===== src/rtl/seq_unlock_pkg.sv =====
// Purpose : shared state encoding and default sizes for the sequence unlock matcher.
// Latency : n/a (types and constants only).
// Backpressure: n/a.
package seq_unlock_pkg;

    localparam int DEF_W       = 8;
    localparam int DEF_MAX_LEN = 64;
    localparam int DEF_FAIL_W  = 8;

    typedef enum logic [1:0] {
        ST_DISARMED = 2'd0,
        ST_ARMED    = 2'd1,
        ST_SOLVED   = 2'd2,
        ST_LOCKED   = 2'd3
    } state_e;

endpackage


===== src/rtl/seq_unlock_pattern_mem.sv =====
// Purpose : MAX_LEN x W pattern register file, one write port, two combinational read ports.
// Latency : write visible on the read ports the cycle after the write strobe; reads are combinational.
// Backpressure: none; every write strobe is accepted.
//
// Ports: clk/rst_n (sync active-low, clears every entry), we/wr_addr/wr_data (write,
// addresses >= MAX_LEN ignored), rd_addr/rd_data (indexed read, 0 when out of range),
// rd0_data (entry 0, used for resync).
module seq_unlock_pattern_mem
    import seq_unlock_pkg::*;
#(
    parameter int W       = DEF_W,
    parameter int MAX_LEN = DEF_MAX_LEN,
    parameter int IDX_W   = $clog2(MAX_LEN + 1)
) (
    input  logic             clk,
    input  logic             rst_n,
    input  logic             we,
    input  logic [IDX_W-1:0] wr_addr,
    input  logic [W-1:0]     wr_data,
    input  logic [IDX_W-1:0] rd_addr,
    output logic [W-1:0]     rd_data,
    output logic [W-1:0]     rd0_data
);

    localparam int               AW    = (MAX_LEN > 1) ? $clog2(MAX_LEN) : 1;
    localparam logic [IDX_W-1:0] DEPTH = IDX_W'(MAX_LEN);

    logic [W-1:0] mem [MAX_LEN];

    always_ff @(posedge clk) begin
        if (!rst_n) begin
            for (int i = 0; i < MAX_LEN; i++) begin
                mem[i] <= '0;
            end
        end else if (we && (wr_addr < DEPTH)) begin
            mem[wr_addr[AW-1:0]] <= wr_data;
        end
    end

    // idx can sit at len == MAX_LEN once solved; that address is not backed by storage.
    assign rd_data  = (rd_addr < DEPTH) ? mem[rd_addr[AW-1:0]] : '0;
    assign rd0_data = mem[0];

endmodule


===== src/rtl/seq_unlock_fsm.sv =====
// Purpose : programmable sequence matcher; raises sticky solved after cfg_len in-order symbol matches.
// Latency : 1 cycle from the final matching di beat to solved/idx update.
// Backpressure: none; one symbol consumed per di_valid beat, dropped when clear or a cfg write shares the cycle.
//
// Ports: clk, rst_n (sync active-low), clear (restart + unlock), cfg_we/cfg_addr/cfg_data
// (pattern write), cfg_len_we/cfg_len (length write, clamped to MAX_LEN), di_valid/di (symbol
// stream), idx (symbols matched), solved, locked, fail_cnt (saturating mismatch count).
module seq_unlock_fsm
    import seq_unlock_pkg::*;
#(
    parameter int W         = DEF_W,
    parameter int MAX_LEN   = DEF_MAX_LEN,
    parameter int IDX_W     = $clog2(MAX_LEN + 1),
    parameter int XOR_IDX   = 1,
    parameter int RESYNC    = 1,
    parameter int MAX_FAILS = 0,
    parameter int FAIL_W    = DEF_FAIL_W
) (
    input  logic              clk,
    input  logic              rst_n,
    input  logic              clear,
    input  logic              cfg_we,
    input  logic [IDX_W-1:0]  cfg_addr,
    input  logic [W-1:0]      cfg_data,
    input  logic              cfg_len_we,
    input  logic [IDX_W-1:0]  cfg_len,
    input  logic              di_valid,
    input  logic [W-1:0]      di,
    output logic [IDX_W-1:0]  idx,
    output logic              solved,
    output logic              locked,
    output logic [FAIL_W-1:0] fail_cnt
);

    localparam logic [IDX_W-1:0] DEPTH = IDX_W'(MAX_LEN);
    localparam logic [31:0]      MAXF  = 32'(MAX_FAILS);

    state_e            state_q, state_d;
    logic [IDX_W-1:0]  len_q, len_d, idx_d, len_wr;
    logic [FAIL_W-1:0] fail_d, fail_inc;
    logic [W-1:0]      pat_cur, pat_first, key;
    logic              cfg_any, match, resync_hit;

    // A cfg write that coincides with clear is discarded, so the store is gated here too.
    seq_unlock_pattern_mem #(
        .W       (W),
        .MAX_LEN (MAX_LEN),
        .IDX_W   (IDX_W)
    ) u_mem (
        .clk      (clk),
        .rst_n    (rst_n),
        .we       (cfg_we && !clear),
        .wr_addr  (cfg_addr),
        .wr_data  (cfg_data),
        .rd_addr  (idx),
        .rd_data  (pat_cur),
        .rd0_data (pat_first)
    );

    assign cfg_any    = cfg_we | cfg_len_we;
    assign len_wr     = (cfg_len > DEPTH) ? DEPTH : cfg_len;
    // The index is folded into the symbol so a replayed byte stream at the wrong offset never matches.
    assign key        = (XOR_IDX != 0) ? (di ^ W'(idx)) : di;
    assign match      = (key == pat_cur);
    // Resync compares the raw symbol: at index 0 the XOR term is zero anyway.
    assign resync_hit = (RESYNC != 0) && (di == pat_first);
    assign fail_inc   = (&fail_cnt) ? fail_cnt : fail_cnt + 1'b1;

    // State register (plus the index/length/fail datapath registers it owns)
    always_ff @(posedge clk) begin
        if (!rst_n) begin
            state_q  <= ST_DISARMED;
            idx      <= '0;
            len_q    <= '0;
            fail_cnt <= '0;
        end else begin
            state_q  <= state_d;
            idx      <= idx_d;
            len_q    <= len_d;
            fail_cnt <= fail_d;
        end
    end

    // Next-state logic
    always_comb begin
        state_d = state_q;
        idx_d   = idx;
        len_d   = len_q;
        fail_d  = fail_cnt;

        if (clear) begin
            idx_d   = '0;
            fail_d  = '0;
            state_d = (len_q == '0) ? ST_DISARMED : ST_ARMED;
        end else if (cfg_any) begin
            if (cfg_len_we) begin
                len_d = len_wr;
            end
            idx_d = '0;
            // Reprogramming does not lift a lockout; only clear or reset does.
            if (state_q != ST_LOCKED) begin
                state_d = (len_d == '0) ? ST_DISARMED : ST_ARMED;
            end
        end else if (di_valid && (state_q == ST_ARMED)) begin
            if (match) begin
                idx_d = idx + 1'b1;
                if (idx_d == len_q) begin
                    state_d = ST_SOLVED;
                end
            end else begin
                fail_d = fail_inc;
                if (resync_hit) begin
                    idx_d = IDX_W'(1);
                    if (len_q == IDX_W'(1)) begin
                        state_d = ST_SOLVED;
                    end
                end else begin
                    idx_d = '0;
                end
                if ((MAX_FAILS != 0) && (32'(fail_d) >= MAXF)) begin
                    state_d = ST_LOCKED;
                    idx_d   = '0;
                end
            end
        end
    end

    // Output decode
    always_comb begin
        solved = (state_q == ST_SOLVED);
        locked = (state_q == ST_LOCKED);
    end

endmodule


===== config.mk =====
export PLATFORM = sky130hd
export DESIGN_NAME = seq_unlock_fsm
export DESIGN_NICKNAME = d
export VERILOG_FILES = /design/src/rtl/seq_unlock_pkg.sv /design/src/rtl/seq_unlock_pattern_mem.sv /design/src/rtl/seq_unlock_fsm.sv
export SDC_FILE = /design/constraint.sdc
export NUM_CORES = 1
export LEC_CHECK = 0
export ABC_AREA = 1
export CAP_MARGIN = 30
export CELL_PAD_IN_SITES_DETAIL_PLACEMENT = 0
export CELL_PAD_IN_SITES_GLOBAL_PLACEMENT = 1
export CORE_UTILIZATION = 54
export CTS_BUF_LIST = sky130_fd_sc_hd__clkbuf_8
export DETAILED_ROUTE_END_ITERATION = 10
export PLACE_DENSITY_LB_ADDON = 0.15
export SLEW_MARGIN = 25
export SYNTH_ARGS = -nofsm -noshare
export SYNTH_HDL_FRONTEND = slang
export SYNTH_SLANG_ARGS = --single-unit
export TNS_END_PERCENT = 100

===== constraint.sdc =====
create_clock -name clk -period 4.8 [get_ports clk]
set_input_delay 1.44 -clock clk [delete_from_list [all_inputs] [get_ports clk]]
set_output_delay 1.44 -clock clk [all_outputs]
set_load 0.03 [all_outputs]

# After elaboration in Yosys (flattened, before gate mapping)
# Memory sizes are Yosys's and may differ from the RTL's. A register that Yosys moved wholly into a read port is not among the register bits.
# Cells that the tools add are included.
# op_classes
n_addsub	2
n_lt_le_gt_ge	3
n_eq_ne	10
n_mux	26
bitwise	7
reduce_logical	16
# ops
cell	n
two-way mux 7 bit	5
two-way mux 6 bit	3
equality test 8 bit	2
two-way mux 2 bit	8
two-way mux 8 bit	2
zero test 7 bit	2
less-than comparator 7 bit (second input constant)	2
adder 8 x 1 -> 8 bit (second input constant)	1
two-way mux 1 bit	8
AND reduction 8 bit	1
nonzero test 4 bit	2
OR reduction 8 bit	1
bitwise XOR 8 x 7 -> 8 bit	1
adder 7 x 1 -> 7 bit (second input constant)	1
equality test 7 x 1 -> 1 bit (second input constant)	1
equality test 7 bit	1
> comparator 7 bit (second input constant)	1
NOT 1 bit	5
AND reduction 5 bit	1
equality test 2 bit (second input constant)	2
inequality test 4 x 3 -> 1 bit (second input constant)	1
AND reduction 4 bit	1
logical AND 1 bit	3
inequality test 3 x 2 -> 1 bit (second input constant)	1
8 further kinds	8
# word_totals
regBits	24
mem_bits_rw	512
in_bits	36
output_inout_bits	17
elab_cells	69
n_memories	1
# memory_table
name	depth	word_bits	rd	rd_clocked_by_memory_dff	wr	line	source
u_mem.mem	64	8	2	1	64	seq_unlock_pattern_mem.sv:28	logic [W-1:0] mem [MAX_LEN];

# Logic depth before layout (Yosys ltp)
# depth
depth_word	10
depth_mapped	24
ltp_nobuf	21

# Hierarchy
# A second synthesis with hierarchy kept.
# unflattened
hier_cells	2782
area_unflattened_um2	25485.7
# modules_own_cells
mod	n_inst	cells_each	area_per_inst_um2	seq_area_each_um2
seq_unlock_pattern_mem	1	2449	23477.5	15374.7
seq_unlock_fsm	1	333	2008.2	480.5

# Worst setup path before layout
# Ideal clock, no wire load.
# synth_timing
path_type	input port to flip-flop
start	input port rst_n
end	memory u_mem.mem[11][0] (netlist bit), enable pin
setup_time_ns	0.329
t_arrival_ns	3.356
t_required_ns	4.471
slack_ns	1.115
path_stages	8
n_path_buf	2
cell_sequence	buf_2 -> inv_1 -> nor2_1 -> nand3b_1 -> buf_2 -> nor4_2 -> nand2_2 -> nand2_1
# synth_lines
item	line	source
start, declared	seq_unlock_fsm.sv:20	input logic rst_n,
end, declared	seq_unlock_pattern_mem.sv:28	

==> results.yml <==
power_and_ir_drop:
  ir_drop_uv: 279.2
  power_mw: 9.519
  p_leak_nw: 11.02
  power_density_nw_per_um2: 341.8
floorplanning:
  die_height_um: 218.8
  die_area_sq_um: 47870
  core-area_sq_um: 46460
  die_w_um: 218.8
  start_util: 0.5463
  io_pins: 53
  fp-row-count: 79
sta:
  drv_slew: 0
  timing.final.crit_share: 0.7792
  skew_ns: 0.03396
  min_period_ns: 3.740
  worstMarginPinSlew_ns: 0.8666
  fin_setup_tns_ns: 0
  hold_viol: 0
  rsz0062_at_grt: "false"
  slew_headroom: 0.4223
  setup_violations: 0
  fmax_mhz: 267.4
global_route:
  grt_first_pass_wirelength_um: 107000
  antenna_found_initial: 1
  grt_pass1_vias: 18400
  grt-ovfl-total: 0
  grt_max_degree: 181
  track_usage: 0.3010
finish:
  final_core_util: 0.5995
  nets: 2795
  fill_cells: 4116
  area_growth_pct: 9.747
  drive_gt1_frac: 0.07326
synthesis:
  syn-num-nets: 2779
  ys_seq_elements: 542
  synth.most_common_cell: "nand2_1"
  synth_common_cells: "nand2_1 (806), nor2_1 (547), edfxtp_1 (512)"
  syn_area_per_cell_sq_um: 9.259
  netlist.top_cell.by_area: "edfxtp_1"
  synth_edf_count: 512
  yosysWarnings: 0
  syn-cell-area_sq_um: 25380
  synth.top_cells.by_area: "edfxtp_1 (61%), nand2_1 (12%), nand3_1 (9.0%)"
  async_flop_share: 0
  yosys.area.top_type_share: 0.6058
  synth_flop_cell: "edfxtp_1"
  ys_seq_area_frac: 0.6295
  synth.distinct_cells: 37
  syn_inst: 2741
critical_path:
  cp-start-kind: "input pin"
  cp.arrival_ns: 4.06
  cpPeakStageDelay_ns: 0.48
  required_ns: 5.12
  cp.buffers_inverters: 2
  cp_top_family: "simple AND/OR/NAND/NOR gates"
  path_class: "input pin to flop"
  critical_path.slowest_cell: "clkdlybuf4s50_1"
  cp_max_fo: 11
  worstPathCellList: "clkdlybuf4s50_1 > nor2_1 > nand3b_1 > buf_4 > nor3_1 > nand2_1 > nand2_1"
  cp_common_cell: "nand2_1"
  end_kind: "flop"
clock_network:
  root_buffer: "clkbuf_8"
  cts_resized: 0
  cts_made_buffers: 88
  insertion_delay_ns: 0.68
  holdBufCountCts: 0
  cts_sinks: 542
  cts.htree.levels: 3
  postCtsSetupBuffers: 0
  cts_tree: "done"
  path_clk_slew_ns: 0.06
  cts_max_path_buffers: 3
route:
  wl_per_cell_um: 20.57
  firstDrtPassIters: 6
  drc: 0
  drt_iter0_markers: 2336
  drtAntennaViolNets: 0
  vias: 19390
  vias_per_cell: 5.670
  finalWirelength_um: 70330
job:
  maxCapViolations: 0
placed_design:
  port_buffers: 52
  dpl.hpwl_um: 43570
  gp_congestion: 0.8569
hold_path:
  hold_path.class: "flop to flop"
run_status:
  status: "finished, final reports clean"
-- layer usage --
| metal | share of wire | wire (um) | track usage |
|---|---|---|---|
| met2 | 0.48 | 33560 | 0.4926 |
| met5 | 0 | 0 | 0 |
| met3 | 0.087 | 6144 | 0.04920 |
| met4 | 0.027 | 1875 | 0.1025 |
| met1 | 0.41 | 28750 | 0.4090 |
-- power breakdown --
group	leakage [nW]	switching [mW]	total, mW	internal (mW)
registers	5.11	0.0734	5.46	5.39
clock network	0.870	1.78	3.51	1.73
logic	5.05	0.402	0.544	0.142
-- worst paths after layout --
kind,from,end,slack [ns],depth (start not counted)
worst max-delay path,clear,u_mem.mem[33][0]$_SDFFCE_PN0P_,1.06,7
worst min-delay path,len_q[1]$_SDFFE_PN0P_,len_q[1]$_SDFFE_PN0P_,0.48,2
worst max register to register,flop,flop,1.19,20
worst min register to register,len_q[1]$_SDFFE_PN0P_,len_q[1]$_SDFFE_PN0P_,0.48,2
-- stage by stage --
step	instances	setup slack [ns]	hold WS, ns	area, sq um
final	3420	1.060	0.4795	27850
after floorplan	2741	1.115	0.4453	25380
after global placement	3273	0.4087	0.4558	26370
after CTS	3418	1.051	0.4768	27840
after global routing	3420	0.7991	0.5149	27850
after detailed placement	3273	0.3589	0.4671	26370
-- state kept, by name, indices dropped and copies added (netlist names), named ones only --
register   count
state_q        2
len_q          7
idx            7
u_mem.mem    512
fail_cnt       8
-- cell usage in the layout, fill, tap and decap left out, types with 2 or more instances in the layout --
cell type and n:
inv_1 87, clkinvlp_4 3, edfxtp_1 512, clkbuf_8 91, nand2_2 32, inv_2 10, dfxtp_4 2, nor2_1 547
nor2_2 2, o21ai_1 3, a21oi_1 23, nor4_1 5, dfxtp_1 27, nor4_2 5, clkinv_1 16, clkdlybuf4s50_1 51
nor3_1 13, clkinv_2 5, ha_1 2, nand3_1 455, nand4_1 7, nand3b_1 2, buf_4 38, buf_12 12
xnor2_1 9, nand2_1 806, o21ai_0 19, xor2_1 13
-- cells by family after synthesis --
logic type | after synthesis | synth area share
AOI/OAI and AO/OA | 52 | 0.01109
adders and majority gates | 2 | 0.0009858
xor gates and xnor gates | 22 | 0.007592
and+or+nand+nor | 1878 | 0.3082
DFF | 542 | 0.6295
buffers and inverters | 245 | 0.04269
-- worst register-to-register path: cells and delay by family (launching register included) --
kind | cells | cell delay [ns]
flops | 1 | 0.37
compound gates | 1 | 0.28
simple gates | 15 | 1.68
buf+inv | 4 | 1.15
-- layout make-up --
| cell class | instances | area (sq um) | area share |
|---|---|---|---|
| Sequential cell | 542 | 15980 | 0.5739 |
| Multi-Input combinational cell | 1954 | 8320 | 0.2987 |
| Clock buffer | 91 | 1252 | 0.04497 |
| Timing Repair Buffer | 102 | 1047 | 0.03760 |
| Tap cell | 607 | 759.5 | 0.02727 |
| Inverter | 69 | 266.5 | 0.009568 |
| Clock inverter | 54 | 220.2 | 0.007906 |
| Antenna cell | 1 | 2.502 | 0.00008984 |
Note: power is estimated with default switching activity, not from simulation.
